File: src/rtl/ofdm_frame_buf_ctrl.sv
// Frame buffer controller for a single-port BSRAM: fills one OFDM frame from the sample
// front-end, then streams it out in address order over valid/ready through a 2-entry FIFO.
module ofdm_frame_buf_ctrl #(
    parameter int DATA_W    = 16,
    parameter int ADDR_W    = 10,
    parameter int FRAME_LEN = 1024
) (
    input  logic              clk,
    input  logic              reset,
    input  logic              flush,
    input  logic              in_valid,
    input  logic [DATA_W-1:0] in_data,
    output logic              in_ready,
    output logic              out_valid,
    output logic [DATA_W-1:0] out_data,
    output logic              out_last,
    input  logic              out_ready,
    output logic              frame_done,
    output logic              ram_ce,
    output logic              ram_oce,
    output logic              ram_wre,
    output logic [ADDR_W-1:0] ram_ad,
    output logic [DATA_W-1:0] ram_din,
    input  logic [DATA_W-1:0] ram_dout
);

    localparam int              CNT_W  = ADDR_W + 1;
    localparam logic [CNT_W-1:0] LEN_C  = CNT_W'(FRAME_LEN);
    localparam logic [CNT_W-1:0] LAST_C = CNT_W'(FRAME_LEN - 1);
    localparam logic [CNT_W-1:0] ONE_C  = CNT_W'(1);

    typedef enum logic [1:0] {
        IDLE  = 2'd0,
        FILL  = 2'd1,
        DRAIN = 2'd2
    } state_t;

    state_t           state_reg, state_next;
    logic [CNT_W-1:0] wr_cnt_reg, wr_cnt_next;
    logic [CNT_W-1:0] rd_cnt_reg, rd_cnt_next;
    logic             armed_reg;
    logic             inflight_reg;
    logic             inflight_last_reg;
    logic             wr_ptr_reg;
    logic             rd_ptr_reg;
    logic [1:0]       fifo_cnt_reg;
    logic             frame_done_reg;

    logic             wr_en;
    logic             rd_issue;
    logic             push;
    logic             pop;
    logic             head_last;
    logic [2:0]       occ_after_pop;

    assign push          = inflight_reg;
    assign out_valid     = (fifo_cnt_reg != 2'd0);
    assign pop           = out_valid && out_ready;
    assign occ_after_pop = {1'b0, fifo_cnt_reg} + {2'b00, inflight_reg} - {2'b00, pop};

    always_comb begin
        state_next  = state_reg;
        wr_cnt_next = wr_cnt_reg;
        rd_cnt_next = rd_cnt_reg;
        in_ready    = 1'b0;
        wr_en       = 1'b0;
        rd_issue    = 1'b0;

        case (state_reg)
            IDLE: begin
                in_ready = armed_reg && !flush;
                if (in_valid && in_ready) begin
                    wr_en       = 1'b1;
                    wr_cnt_next = ONE_C;
                    state_next  = FILL;
                end
            end
            FILL: begin
                in_ready = armed_reg && !flush;
                if (in_valid && in_ready) begin
                    wr_en       = 1'b1;
                    wr_cnt_next = wr_cnt_reg + ONE_C;
                    if (wr_cnt_reg == LAST_C) begin
                        state_next  = DRAIN;
                        rd_cnt_next = '0;
                    end
                end
            end
            DRAIN: begin
                // Keep FIFO occupancy plus the read in flight within the two FIFO slots.
                if (!flush && (rd_cnt_reg < LEN_C) && (occ_after_pop < 3'd2)) begin
                    rd_issue    = 1'b1;
                    rd_cnt_next = rd_cnt_reg + ONE_C;
                end
                if (pop && head_last) begin
                    state_next  = IDLE;
                    wr_cnt_next = '0;
                    rd_cnt_next = '0;
                end
            end
            default: state_next = IDLE;
        endcase

        if (flush) begin
            state_next  = IDLE;
            wr_cnt_next = '0;
            rd_cnt_next = '0;
        end
    end

    assign ram_oce = 1'b1;
    assign ram_ce  = wr_en || rd_issue;
    assign ram_wre = wr_en;
    assign ram_din = wr_en ? in_data : '0;
    assign ram_ad  = rd_issue ? rd_cnt_reg[ADDR_W-1:0] :
                     (wr_en ? wr_cnt_reg[ADDR_W-1:0] : '0);

    always_ff @(posedge clk or posedge reset) begin
        if (reset) begin
            state_reg         <= IDLE;
            wr_cnt_reg        <= '0;
            rd_cnt_reg        <= '0;
            armed_reg         <= 1'b0;
            inflight_reg      <= 1'b0;
            inflight_last_reg <= 1'b0;
            wr_ptr_reg        <= 1'b0;
            rd_ptr_reg        <= 1'b0;
            fifo_cnt_reg      <= 2'd0;
            frame_done_reg    <= 1'b0;
        end else begin
            state_reg      <= state_next;
            wr_cnt_reg     <= wr_cnt_next;
            rd_cnt_reg     <= rd_cnt_next;
            armed_reg      <= 1'b1;
            frame_done_reg <= (state_reg == DRAIN) && pop && head_last && !flush;
            if (flush) begin
                inflight_reg      <= 1'b0;
                inflight_last_reg <= 1'b0;
                wr_ptr_reg        <= 1'b0;
                rd_ptr_reg        <= 1'b0;
                fifo_cnt_reg      <= 2'd0;
            end else begin
                inflight_reg      <= rd_issue;
                inflight_last_reg <= rd_issue && (rd_cnt_reg == LAST_C);
                if (push) begin
                    wr_ptr_reg <= ~wr_ptr_reg;
                end
                if (pop) begin
                    rd_ptr_reg <= ~rd_ptr_reg;
                end
                fifo_cnt_reg <= fifo_cnt_reg + {1'b0, push} - {1'b0, pop};
            end
        end
    end

    // RAM read data is captured the cycle after issue, which gives the 2-cycle issue latency.
    for (genvar gi = 0; gi < 2; gi++) begin : g_fifo
        logic [DATA_W-1:0] data_reg;
        logic              last_reg;
        always_ff @(posedge clk or posedge reset) begin
            if (reset) begin
                data_reg <= '0;
                last_reg <= 1'b0;
            end else if (push && !flush && (wr_ptr_reg == 1'(gi))) begin
                data_reg <= ram_dout;
                last_reg <= inflight_last_reg;
            end
        end
    end

    assign out_data   = rd_ptr_reg ? g_fifo[1].data_reg : g_fifo[0].data_reg;
    assign head_last  = rd_ptr_reg ? g_fifo[1].last_reg : g_fifo[0].last_reg;
    assign out_last   = out_valid && head_last;
    assign frame_done = frame_done_reg;

endmodule

File: config.mk
export PLATFORM = sky130hd
export DESIGN_NAME = ofdm_frame_buf_ctrl
export DESIGN_NICKNAME = d
export VERILOG_FILES = /design/src/rtl/ofdm_frame_buf_ctrl.sv
export SDC_FILE = /design/constraint.sdc
export NUM_CORES = 1
export LEC_CHECK = 0
export CAP_MARGIN = 40
export CELL_PAD_IN_SITES_DETAIL_PLACEMENT = 0
export CELL_PAD_IN_SITES_GLOBAL_PLACEMENT = 2
export CORE_MARGIN = 2
export CORE_UTILIZATION = 34
export CTS_BUF_LIST = sky130_fd_sc_hd__clkbuf_16
export DETAILED_ROUTE_END_ITERATION = 8
export PLACE_DENSITY_LB_ADDON = 0.08
export SETUP_SLACK_MARGIN = 0.1
export SLEW_MARGIN = 25
export SYNTH_ARGS = -nofsm -noshare
export SYNTH_HDL_FRONTEND = slang
export SYNTH_SLANG_ARGS = --single-unit
File: constraint.sdc
create_clock -name clk -period 9.13 [get_ports clk]
set_clock_uncertainty 0.2 [all_clocks]
set_input_delay 2.2825 -clock clk [delete_from_list [all_inputs] [get_ports clk]]
set_output_delay 2.2825 -clock clk [all_outputs]
set_load 0.01 [all_outputs]
==> summary.txt <==
Floorplan
  – Die Y: 107 um
  – Die area: 11400 sq um
  – Core Box Area: 10300 sq um
  – IO Pins: 86
  – Row cnt: 37
  – Starting Density: 34.9%
  – Die W: 107 um

Detailed routing
  – Via count: 2800
  – Initial drt markers: 102
  – DR WL met3: 516 um
  – TritonRoute pass-1 iters: 4
  – Met1 Wirelength: 4.00 mm
  – Routed vias/inst: between 4 and 5
  – Wire per inst: 15.5 um
  – Routed wire length: between 8 and 9 mm
  – WL met2: 4.04 mm
  – Highest routed metal layer: met4
  – Post-route antenna net violation count: 0
  – # DRC: 0

GRT
  – Vias in the first global route: 2814
  – Initial antenna violation count: 0
  – Largest net degree at the start of global routing: 50
  – Gr usage total: 16.7%
  – GR Overflow Total: 0
  – First-pass GRT wire length: 14.8 mm

Synth
  – Post-Syn Instances: ~330
  – Area leader, netlist: dfrtp_1
  – Asr flop ratio synth: 100%
  – Yosys warning count: 0
  – Seq/Total Area, Yosys: about 46%
  – Synthesized cell area: 3610 sq um
  – Number of synthesized register bits: 66
  – Post-synth EDFFs: 0
  – Library cells used by synthesis: 50
  – Yosys top cell area share: a little under half
  – Top cells by area, synth: dfrtp_1, mux2_2, nand2_1
  – Synthesized area per cell: 10.8 sq um
  – Most used DFF post-synth: dfrtp_1

Finish
  – # fillers: 970
  – Area Overhead vs Synth: 36.4%
  – Area of the multi-input gates: roughly 1800 sq um
  – Final net count: 467
  – Final Util: a little under half
  – Ant diodes: 0
  – FF+latch area: between 1500 and 2000 sq um
  – Final non-filler cell total: 563
  – Share of post-route cells with drive strength above 1: 23.2%
  – Max reg flops: 32

Critical path
  – Setup crit end kind: primary output
  – Slowest cell on crit path: clkdlybuf4s50_1
  – Crit-path max FO: 13
  – Delay-heaviest family, CP: buffers and inverters
  – R2R cell count: 9
  – Crit Path Category: in2out
  – Crit path largest cell delay: 0.54 ns
  – Crit path from: out_ready
  – Critical path depth: 14
  – CP Cell Sequence: clkdlybuf4s50_1 > inv_1 > nor3b_1 > a21o_1 > ha_1 > inv_1 > fa_1 > xor2_1 > nor4b_4 > nand2_1 > inv_1 > nand2_1 > nand2_1 > clkdlybuf4s50_1
  – R2r startpoint: fifo_cnt_reg[1]$_DFF_PP0_
  – Crit path DAT: 5.80 ns
  – CP required: around 6.7 ns
  – Worst path bufs/invs: 5
  – Kind of start point of the critical path: primary input

Placed design
  – Dpl hpwl: between 6 and 7 mm
  – Placed Cells: 547
  – Placer Congestion: 0.781
  – I/O Buffers: 84

STA
  – Minimum clock period: 8.29 ns
  – F_max: roughly 0.12 GHz
  – Worst Tran Pin Value: 0.721 ns
  – Tcrit/Tclk final: 90.8%
  – RSZ-0062 raised after global routing: false
  – Final Hold Viols: 0
  – Post-route setup TNS: 0 ns
  – Pins Over Slew Limit: 0
  – Slew margin rel.: 51.4%
  – Finish-stage setup viols: 0

Clock tree
  – CTS Root Cell: clkbuf_16
  – Setup repair bufs after CTS: 0
  – Hold Buf Count CTS: 0
  – # clock sinks: 66
  – CTS H-Tree Depth: 3
  – Post-CTS sizing: 0
  – Worst-Skew Late Latency: 0.33 ns
  – CTS tree: yes
  – Num CTS Buffers: 9
  – CTS max path bufs: 2
  – Reg clk slew, reported paths: 0.06 ns

Worst hold path
  – Worst hold stages: 1
  – Hold_sp: inflight_last_reg$_DFF_PP0_
  – HP Class: reg2reg

Power and ir drop
  – Leakage: between 2 and 2.5 nW
  – Peak VDD IR: 85.9 uV
  – PD cells: 218 nW/um^2

Flow run
  – Max-Cap Viols: 0

Status
  – Outcome: completed
==> metrics by stage <==
| stage | area [sq um] | total power [mW] | worst slack (ns) | hold WS [ns] |
|---|---|---|---|---|
| after floorplan | 3610 | 0.593 | 2.34 | 0.274 |
| after global placement | 4570 | 0.732 | 0.921 | 0.280 |
| after detailed placement | 4630 | 0.742 | 0.830 | 0.291 |
| after CTS | 4920 | 1.09 | 0.802 | 0.304 |
| after global routing | 4920 | 1.14 | 0.502 | 0.313 |
| final | 4920 | 1.07 | 0.843 | 0.298 |
==> path summary, 6_finish.rpt <==
path | end | slack [ns]
setup / recovery | ram_ad[1] | 0.84
hold / removal | g_fifo[1].last_reg$_DFFE_PP0P_ | 0.30
setup reg to reg | inflight_reg$_DFF_PP0_ | 6.07
hold reg to reg | g_fifo[1].last_reg$_DFFE_PP0P_ | 0.30
max in group asynchronous | armed_reg$_DFF_PP0_ | 6.12
min in group asynchronous | g_fifo[0].data_reg[15]$_DFFE_PP0P_ | 2.09
==> cells in the mapped netlist, drive strengths merged (2+ instances only) <==
master and number:
o31ai 10, and2 19, and3 3, clkbuf 8, inv 9, nand2 38, mux2 50, o21ai 30
a21oi 4, o41ai 2, nor2b 8, buf 8, ha 7, nor2 14, a21o 3, a31oi 3
o311ai 2, nand2b 5, nand3 18, nor3b 5, dfrtp 66, nand4 5, xor2 2
==> layout by cell type (no fill, tap or decap), drive strengths merged, types with 7 or more instances in the layout <==
master,n
mux2,50
nor2b,8
buf,9
clkdlybuf4s50,84
o31ai,10
clkbuf,9
dfrtp,66
o21ai,30
ha,7
inv,9
and2,19
nand3,18
nand2,38
nor2,14
==> cell type report <==
class                   count  share of cell area, %
inverters                   9                  0.686
repair buffers             93                   19.0
clock inverters             7                   1.42
flip-flops and latches     66                   33.6
multi-input cells         243                   37.2
clock buffers               9                   4.58
well taps                 136                   3.46
==> cells by family (layout without fill, tap and decap cells) <==
group,after synthesis,in the layout,synth area share [%]
xor+xnor,3,3,0.729
compound gates,58,58,11.9
flops,66,66,45.8
fa+ha+maj,8,8,2.98
buf+inv,25,118,3.50
mux,51,51,16.0
other cells,1,2,0.104
simple gates,121,121,19.0
==> metal layers <==
layer  up-vias  GRT usage [%]
li1       1357              -
met1      1339           22.0
met2        92           26.3
met3        12           3.47
met4         0           7.51
met5         -              0
==> where the power goes <==
group,switching [mW],internal (mW)
Combinational,0.151,0.199
Clock,0.130,0.210
Sequential,0.0329,0.349
Power figures use the tool's default switching activity.
